$ cat src/rtl/change_dispenser_if.sv
// change_dispenser_if: request, refill, coin-pulse and inventory signals of the change dispenser.
interface change_dispenser_if #(parameter int INV_W = 4);
    logic             req;
    logic [3:0]       amount;
    logic             refill_5;
    logic             refill_10;
    logic             busy;
    logic             coin_5;
    logic             coin_10;
    logic             done;
    logic             short;
    logic [3:0]       remaining;
    logic [INV_W-1:0] inv_5;
    logic [INV_W-1:0] inv_10;
    modport master (
        output req, amount, refill_5, refill_10,
        input  busy, coin_5, coin_10, done, short, remaining, inv_5, inv_10
    );
    modport slave (
        input  req, amount, refill_5, refill_10,
        output busy, coin_5, coin_10, done, short, remaining, inv_5, inv_10
    );
endinterface

$ cat src/rtl/change_dispenser.sv
// change_dispenser: greedy 10/5 coin payout from two tracked hoppers with spaced coin pulses.
// CHANGE_EXACT_CHECK_EN: refuse up front any request the hoppers cannot pay exactly.
module change_dispenser #(
    parameter int INV_W     = 4,
    parameter int INIT_5    = 8,
    parameter int INIT_10   = 8,
    parameter int PULSE_GAP = 2
) (
    input logic               clk,
    input logic               rst,
    change_dispenser_if.slave bus
);
    typedef enum logic [2:0] {IDLE, CHECK, EJECT, GAP, FINISH} state_t;
    localparam int GW = PULSE_GAP > 1 ? $clog2(PULSE_GAP) : 1;
    localparam logic [GW-1:0] GAP_LAST = GW'(PULSE_GAP - 1);
    localparam logic [INV_W-1:0] INV_MAX = '1;
    state_t           state_q, state_d;
    logic [3:0]       rem_q, rem_d;
    logic [INV_W-1:0] inv5_q, inv5_d, inv10_q, inv10_d;
    logic [GW-1:0]    gap_q, gap_d;
    logic             sel10_q, sel10_d;
    logic             ok_q, ok_d;
    logic             dec5, dec10;
    logic             infeasible;

`ifdef CHANGE_EXACT_CHECK_EN
    localparam int EW = INV_W + 5;
    logic          first_q, first_d;
    logic [EW-1:0] half, n10;
    // Only the first CHECK of a request judges feasibility; later CHECKs run greedy.
    always_comb begin
        half       = EW'(rem_q >> 1);
        n10        = EW'(inv10_q) < half ? EW'(inv10_q) : half;
        infeasible = first_q && (EW'(rem_q) > EW'(inv5_q) + (n10 << 1));
        first_d    = (state_q == IDLE && bus.req) ? 1'b1 : (state_q == CHECK) ? 1'b0 : first_q;
    end
    always_ff @(posedge clk) begin
        if (rst) first_q <= 1'b0;
        else     first_q <= first_d;
    end
`else
    assign infeasible = 1'b0;
`endif

    always_comb begin
        state_d = state_q;
        rem_d   = rem_q;
        gap_d   = gap_q;
        sel10_d = sel10_q;
        ok_d    = ok_q;
        dec5    = 1'b0;
        dec10   = 1'b0;
        case (state_q)
            IDLE: begin
                if (bus.req) begin
                    rem_d   = bus.amount;
                    state_d = CHECK;
                end
            end
            CHECK: begin
                if (rem_q == 4'd0) begin
                    ok_d    = 1'b1;
                    state_d = FINISH;
                end else if (infeasible) begin
                    ok_d    = 1'b0;
                    state_d = FINISH;
                end else if (rem_q >= 4'd2 && inv10_q != '0) begin
                    sel10_d = 1'b1;
                    state_d = EJECT;
                end else if (inv5_q != '0) begin
                    sel10_d = 1'b0;
                    state_d = EJECT;
                end else begin
                    ok_d    = 1'b0;
                    state_d = FINISH;
                end
            end
            EJECT: begin
                dec10   = sel10_q;
                dec5    = !sel10_q;
                rem_d   = rem_q - (sel10_q ? 4'd2 : 4'd1);
                gap_d   = '0;
                state_d = GAP;
            end
            GAP: begin
                gap_d   = gap_q + 1'b1;
                state_d = gap_q == GAP_LAST ? CHECK : GAP;
            end
            default: state_d = IDLE;
        endcase
        // A refill coinciding with an eject on the same hopper cancels out.
        inv5_d  = (bus.refill_5 && !dec5 && inv5_q != INV_MAX) ? inv5_q + 1'b1 :
                  (dec5 && !bus.refill_5) ? inv5_q - 1'b1 : inv5_q;
        inv10_d = (bus.refill_10 && !dec10 && inv10_q != INV_MAX) ? inv10_q + 1'b1 :
                  (dec10 && !bus.refill_10) ? inv10_q - 1'b1 : inv10_q;
    end

    always_ff @(posedge clk) begin
        if (rst) begin
            state_q <= IDLE;
            rem_q   <= '0;
            gap_q   <= '0;
            sel10_q <= 1'b0;
            ok_q    <= 1'b0;
            inv5_q  <= INV_W'(INIT_5);
            inv10_q <= INV_W'(INIT_10);
        end else begin
            state_q <= state_d;
            rem_q   <= rem_d;
            gap_q   <= gap_d;
            sel10_q <= sel10_d;
            ok_q    <= ok_d;
            inv5_q  <= inv5_d;
            inv10_q <= inv10_d;
        end
    end

    assign bus.busy      = state_q != IDLE;
    assign bus.coin_10   = state_q == EJECT && sel10_q;
    assign bus.coin_5    = state_q == EJECT && !sel10_q;
    assign bus.done      = state_q == FINISH && ok_q;
    assign bus.short     = state_q == FINISH && !ok_q;
    assign bus.remaining = state_q == FINISH ? rem_q : 4'd0;
    assign bus.inv_5     = inv5_q;
    assign bus.inv_10    = inv10_q;
endmodule

$ cat src/flat_wrapper.sv
// flat-port wrapper written by rule: the top's interface ports become plain ports
module change_dispenser_flat 
#(
    parameter int INV_W     = 4,
    parameter int INIT_5    = 8,
    parameter int INIT_10   = 8,
    parameter int PULSE_GAP = 2
)
  (clk, rst, bus_req, bus_amount, bus_refill_5, bus_refill_10, bus_busy, bus_coin_5, bus_coin_10, bus_done, bus_short, bus_remaining, bus_inv_5, bus_inv_10);
  change_dispenser_if #(.INV_W(INV_W)) bus_i ();
  input logic clk;
  input logic rst;
  input wire logic [$bits(bus_i.req)-1:0] bus_req;
  input wire logic [$bits(bus_i.amount)-1:0] bus_amount;
  input wire logic [$bits(bus_i.refill_5)-1:0] bus_refill_5;
  input wire logic [$bits(bus_i.refill_10)-1:0] bus_refill_10;
  output wire logic [$bits(bus_i.busy)-1:0] bus_busy;
  output wire logic [$bits(bus_i.coin_5)-1:0] bus_coin_5;
  output wire logic [$bits(bus_i.coin_10)-1:0] bus_coin_10;
  output wire logic [$bits(bus_i.done)-1:0] bus_done;
  output wire logic [$bits(bus_i.short)-1:0] bus_short;
  output wire logic [$bits(bus_i.remaining)-1:0] bus_remaining;
  output wire logic [$bits(bus_i.inv_5)-1:0] bus_inv_5;
  output wire logic [$bits(bus_i.inv_10)-1:0] bus_inv_10;
  assign bus_i.req = bus_req;
  assign bus_i.amount = bus_amount;
  assign bus_i.refill_5 = bus_refill_5;
  assign bus_i.refill_10 = bus_refill_10;
  assign bus_busy = bus_i.busy;
  assign bus_coin_5 = bus_i.coin_5;
  assign bus_coin_10 = bus_i.coin_10;
  assign bus_done = bus_i.done;
  assign bus_short = bus_i.short;
  assign bus_remaining = bus_i.remaining;
  assign bus_inv_5 = bus_i.inv_5;
  assign bus_inv_10 = bus_i.inv_10;
  change_dispenser #(.INV_W(INV_W), .INIT_5(INIT_5), .INIT_10(INIT_10), .PULSE_GAP(PULSE_GAP)) u_core (.clk(clk), .rst(rst), .bus(bus_i));
endmodule
$ cat config.mk
export PLATFORM = sky130hd
export DESIGN_NAME = change_dispenser_flat
export DESIGN_NICKNAME = d
export VERILOG_FILES = /design/src/rtl/change_dispenser_if.sv /design/src/rtl/change_dispenser.sv /design/src/flat_wrapper.sv
export SDC_FILE = /design/constraint.sdc
export NUM_CORES = 1
export LEC_CHECK = 0
export ABC_CLOCK_PERIOD_IN_PS = 3400
export BUFFER_PORTS_ARGS = -buffer_cell sky130_fd_sc_hd__buf_2
export CORE_AREA = 3 3 54 51
export CTS_CLUSTER_SIZE = 14
export DETAILED_ROUTE_END_ITERATION = 10
export DIE_AREA = 0 0 57 54
export PLACE_DENSITY = 0.74
export SLEW_MARGIN = 20
export SYNTH_ARGS = -nofsm -noshare
export SYNTH_HDL_FRONTEND = slang
export SYNTH_SLANG_ARGS = --single-unit
$ cat constraint.sdc
create_clock -name clk -period 3.4 [get_ports clk]
set_input_delay 0.51 -clock clk [delete_from_list [all_inputs] [get_ports clk]]
set_output_delay 0.51 -clock clk [all_outputs]
set_load 0.02 [all_outputs]
==> results of run 1 <==
==> sequential cells by signal (all words and copies together) (netlist names) <==
| register | cells |
|---|---|
| u_core.state_q | 3 |
| u_core.gap_q | 1 |
| u_core.bus.inv_5 | 4 |
| u_core.sel10_q | 1 |
| u_core.rem_q | 4 |
| u_core.ok_q | 1 |
| u_core.bus.inv_10 | 4 |
==> area by class of cell <==
cell class,count,area [µm²]
clock buffers,3,22.52
fillers,219,888.4
inverters,10,37.54
multi-input cells,103,734.5
flip-flops and latches,18,360.3
well taps,27,33.78
repair buffers,25,125.1
==> logic make-up after synthesis <==
group	after synthesis	synth area share [%]
XOR/XNOR	2	1.509
AND/OR/NAND/NOR	55	28.99
buffers and inverters	17	5.710
AO/OA/AOI/OAI	33	17.67
multiplexers	4	3.448
adder cells (fa/ha/maj)	9	11.64
flip-flops	18	31.03
==> worst max-delay path, delay by kind of cell (launching register included) <==
kind / cells / cell delay [ns]
buf+inv: 1 / 0.12
mux: 1 / 0.12
simple gates: 2 / 0.81
flops: 1 / 0.47
compound gates: 3 / 0.71
fa+ha+maj: 1 / 0.23
==> cell usage after synthesis (all sizes together) <==
| cell | n | share of area [%] |
|---|---|---|
| nand3b | 2 | 1.3 |
| nor3 | 8 | 3.4 |
| nor4b | 1 | 0.75 |
| nand4 | 2 | 1.1 |
| nand3 | 5 | 2.2 |
| nor2 | 8 | 2.8 |
| and3 | 2 | 1.1 |
| nand2 | 3 | 0.97 |
| buf | 3 | 1.2 |
| nand2b | 1 | 0.54 |
| ha | 6 | 6.5 |
| xor2 | 2 | 1.5 |
| clkbuf | 4 | 1.3 |
| or3b | 1 | 0.75 |
| nor4 | 3 | 1.6 |
| or4b | 2 | 2.0 |
| o21ai | 8 | 3.4 |
| a211oi | 5 | 3.2 |
| mux2i | 4 | 3.4 |
| fa | 3 | 5.2 |
| a211o | 2 | 1.5 |
| nor2b | 2 | 1.1 |
| dfxtp | 18 | 31 |
| a21o | 2 | 1.3 |
| a22oi | 1 | 0.65 |
| nand4bb | 1 | 0.97 |
| and2 | 5 | 2.7 |
| or2 | 2 | 1.1 |
| or3 | 3 | 1.6 |
| inv | 10 | 3.2 |
| a2bb2oi | 2 | 1.5 |
| a21oi | 11 | 4.7 |
| nor3b | 4 | 3.0 |
| o31ai | 2 | 1.3 |
==> routing by layer <==
metal	global-route usage [%]	vias to the layer above	wire length (µm)
met5	0	-	0
met4	2.317	0	13
met3	5.036	2	106
met2	28.71	17	1063
met1	21.76	472	1186
li1	-	542	-
==> how the worst min path moves through the flow <==
| stage | startpoint | to | slack [ns] | cells past startpoint |
|---|---|---|---|---|
| global route | bus_amount[3] | u_core.rem_q[3] | 0.51 | 3 |
| global placement | u_core.gap_q | u_core.gap_q | 0.49 | 2 |
| detailed placement | u_core.gap_q | u_core.gap_q | 0.49 | 2 |
| CTS | bus_amount[3] | u_core.rem_q[3] | 0.50 | 3 |
| finish | bus_amount[3] | u_core.rem_q[3] | 0.50 | 3 |
| floorplan | u_core.gap_q | u_core.gap_q | 0.46 | 2 |
==> through the flow <==
step           cells  setup WS (ns)  instance area [µm²]
2_1_floorplan    138         0.8918                 1161
3_3_place_gp     183         0.9470                 1291
3_5_place_dp     183         0.8481                 1291
4_1_cts          186         0.8321                 1314
5_1_grt          186         0.6785                 1314
6_report         186         0.8498                 1314
==> power groups by stage <==
stage,Combinational (µW),Clock [µW],Sequential [µW]
floorplan,155,0,286
global placement,205,0,282
detailed placement,209,0,285
CTS,211,110,280
global route,235,119,288
finish,210,104,281
==> results.toml, run 1 <==
[outcome]
status = "complete, no violations"

[timing]
whs_ns = 0.5044
timing.final.crit_share_pct = 75.01
fin_skew_ns = 0.003445
setup_viol = 0
hold_viol = 0
rsz0062_at_grt = "false"
finalSetupTns_ns = 0
slew_viol_final = 0
tightest_slew_ns = 1.021
fmax_ghz = 0.3921
slew_headroom_pct = 30.99
fin_crit_ns = 2.550

[yosys]
ys_ff_latch = 18
seq_area_frac_synth_pct = 31.03
synth_cells = 138
synth_cell_types = 40
yosysWarnings = 0
netlist_area_um2 = 1161
avgSynthCellArea_um2 = 8.414
syn_nets = 156

[die]
core-area_um2 = 2202
start_util_pct = 52.73
rows = 16
num_io_pins = 26
dieArea_um2 = 3078
fp.dieH_um = 54
die_w_um = 57

[critical_path]
crit_path_start = "u_core.state_q[1]"
worstPathCellList = "or4b_4, and3_1, inv_2, ha_1, a21o_1, a21oi_1, mux2i_1, a211o_1"
reg2regPathDepth = 8
critPathLaunchType = "register"
crit_required_ns = 3.59
crit_end = "u_core.bus.inv_5[3]"
crit_slowest_cell = "or4b_4"
r2r-end = "u_core.bus.inv_5[3]"
max_stage_delay_ns = 0.54
worstPathArrival_ns = 2.74
timing.rr.start = "u_core.state_q[1]"
crit_type = "reg -> reg"
path_max_fanout = 9
r2r_slack_ns = 0.85
crit_path_end_kind = "register"

[clock_tree]
cts_resized = 0
cts_buffers = 3
cts_tree = "yes"
post_cts_buffers = 0
clock-root-buffer = "clkbuf_4"
clockBufferDepth = 2
cts.sinks = 18
holdBufCountCts = 0
htree_levels = 1
clkTransAtPathRegs_ns = 0.10
worstSkewPairLatency_ns = 0.29

[drt]
totalWireLength_mm = 2.370
vias = 1033
first_pass_iters = 4
drc_errors = 0
dr.first_iter.drc_count = 20
via_per_inst = 5.554
ant_nets = 0
wire_per_inst_um = 12.74

[power]
combPwrFrac_pct = 35.2
pwr-share-clk_pct = 17.5
p_sw_share_pct = 37.46
p_seq_share_pct = 47.2
power_density_nw_per_um2 = 452.8
switchingPower_uw = 222.8
p_leak_uw = 0.0005945
p_int_uw = 372.0
vdd_ir_drop_max_mv = 0.3306
power_uw = 594.9

[cells_and_area]
drive_gt1_share_pct = 22.01
post-route-util_pct = 59.66
nets = 179
layout_commonest_cell = "buf_2"
layout_common_cells = "buf_2, dfxtp_1, a21oi_1, inv_1, nor3_1"
syn_to_final_growth_pct = 13.15
diodes = 0

[placed_design]
hpwlAfterDp_mm = 1.796
io_buffers = 25
gp_congestion = 0.7854

[grt]
grt_max_degree = 19
grt_overflow = 0
grt_pass1_vias = 936
grt_pass1_wl_mm = 4.112
antenna_found_initial = 0
grt_usage_pct = 16.85

[flow_run]
drv_cap = 0

[hold_path]
hold_class = "in -> reg"
Note: power is estimated with default switching activity, not from simulation.
==> run 2: changes to the inputs <==
--- a/config.mk
+++ b/config.mk
@@ -5,7 +5,7 @@
 export SDC_FILE = /design/constraint.sdc
 export NUM_CORES = 1
 export LEC_CHECK = 0
-export ABC_CLOCK_PERIOD_IN_PS = 3400
+export ABC_CLOCK_PERIOD_IN_PS = 2600
 export BUFFER_PORTS_ARGS = -buffer_cell sky130_fd_sc_hd__buf_2
 export CORE_AREA = 3 3 54 51
 export CTS_CLUSTER_SIZE = 14
==> constraint.sdc (replaced) <==
create_clock -name clk -period 2.6 [get_ports clk]
set_input_delay 0.39 -clock clk [delete_from_list [all_inputs] [get_ports clk]]
set_output_delay 0.39 -clock clk [all_outputs]
set_load 0.02 [all_outputs]
==> run 2 against run 1 <==
Effect of this change: hold slack worse by 0.14 ns; wire length is 2.5% higher; final area is 4.2% higher; first-iteration DRC count is 30% higher; global-route usage is 0.069 points higher; clock power is 73% higher; maximum frequency is 5.5% higher; final cell count is 3.2% higher; combinational power is 43% higher; sequential power is 27% higher; worst setup slack worse by 0.67 ns; critical path type unchanged; largest cell class unchanged; highest routed layer is now met3.
==> results.toml, run 2 (synthesized netlist as in run 1, its figures left out) <==
[outcome]
status = "complete, no violations"

[critical_path]
reg2regPathDepth = 8
crit_path_start = "u_core.sel10_q"
crit_required_ns = 2.81
r2r-end = "u_core.bus.inv_5[3]"
path_max_fanout = 6
critPathLaunchType = "register"
timing.rr.start = "u_core.sel10_q"
crit_path_end_kind = "register"
worstPathArrival_ns = 2.62
r2r_slack_ns = 0.18
crit_type = "reg -> reg"

[grt]
grt_overflow = 0
grt_usage_pct = 16.92
grt_max_degree = 19
grt_pass1_vias = 932
grt_pass1_wl_mm = 4.084
antenna_found_initial = 0

[hold_path]
min_path_cells = 3
hp-start = "bus_amount[3]"
hold_end = "u_core.rem_q[3]"
hold_class = "in -> reg"

[drt]
first_pass_iters = 4
via_per_inst = 5.547
vias = 1065
dr.first_iter.drc_count = 26
wire_per_inst_um = 12.65
totalWireLength_mm = 2.429
drc_errors = 0
ant_nets = 0

[power]
p_leak_uw = 0.0006275
power_density_nw_per_um2 = 611.4
power_uw = 836.8
vdd_ir_drop_max_mv = 0.3812

[placed_design]
hpwlAfterDp_mm = 1.919
placed_cells = 188
place_ws_ns = 0.1202
io_buffers = 25
placed_area_um2 = 1329
gp_congestion = 0.8100

[clock_tree]
clkTransAtPathRegs_ns = 0.11
htree_levels = 1
worstSkewPairLatency_ns = 0.30
cts_tree = "yes"
post_cts_buffers = 0
clockBufferDepth = 2
cts.sinks = 18
clock-root-buffer = "clkbuf_4"
cts_buffers = 3

[cells_and_area]
layout_commonest_cell = "buf_2"
diodes = 0
fin_cells = 192
finalInstanceArea_um2 = 1369
drive_gt1_share_pct = 25.45
nets = 184
syn_to_final_growth_pct = 17.89
layout_common_cells = "buf_2, dfxtp_1, a21oi_1, inv_1, nor3_1"

[timing]
fin_skew_ns = 0.003338
hold_viol = 0
setup_ws_ns = 0.1834
rsz0062_at_grt = "false"
finalSetupTns_ns = 0
setup_viol = 0
fmax_ghz = 0.4138
tightest_slew_ns = 0.7439
fin_crit_ns = 2.417
timing.final.crit_share_pct = 92.95
slew_viol_final = 0
slew_headroom_pct = 50.30

[die]
start_util_pct = 52.73
rows = 16
num_io_pins = 26
core-area_um2 = 2202
die_w_um = 57
fp.dieH_um = 54
dieArea_um2 = 3078

[flow_run]
drv_cap = 0
## run 2: cell count changes in the layout (fill, tap and decap cells not counted), sizes merged
cell and delta:
buf +5, clkbuf +1
## run 2: cell type report
class,count,area [µm²]
Clock buffer,4,36.28
Multi-Input combinational cell,103,738.2
Sequential cell,18,360.3
Tap cell,27,33.78
Timing Repair Buffer,30,162.7
Fill cell,224,833.3
Inverter,10,37.54
## run 2: critical path, stage by stage, from the launching register on
cell,delay [ns]
dfxtp_1,0.38
or4b_4,0.57
and3_1,0.27
inv_2,0.12
ha_1,0.23
a21o_1,0.18
a21oi_2,0.19
mux2i_1,0.09
a211o_1,0.29
## run 2: repair_timing
item	CTS	global route
hold buffers	0	0
gates resized for setup	0	1
endpoints found under the hold margin	0	0
setup endpoints to repair	0	1
## run 2: layer usage
| metal | global-route usage (%) | share of wire, % | routed length (µm) |
|---|---|---|---|
| met5 | 0 | 0 | 0 |
| met4 | 2.317 | 0 | 0 |
| met3 | 5.036 | 5.4 | 130 |
| met2 | 28.71 | 46 | 1122 |
| met1 | 21.97 | 48 | 1176 |
## run 2: how the worst max path moves through the flow
stage,to,slack [ns]
final,u_core.bus.inv_5[3],0.18
after global routing,u_core.bus.inv_5[3],0.05
after CTS,u_core.bus.inv_5[3],0.11
after detailed placement,u_core.bus.inv_5[3],0.12
after global placement,u_core.bus.inv_5[3],0.19
after floorplan,u_core.bus.inv_5[3],0.09
## run 2: per-stage QoR
stage,utilization (%),hold WS (ns)
final,62.16,0.3689
after global routing,62.16,0.3806
after CTS,61.99,0.3656
after global placement,60.34,0.4719
after floorplan,-,0.4620
after detailed placement,60.34,0.4881
## run 2: report_power, final
group	switching, µW	internal [µW]
Clock	94.1	85.5
Sequential	44.0	313
Combinational	168	133
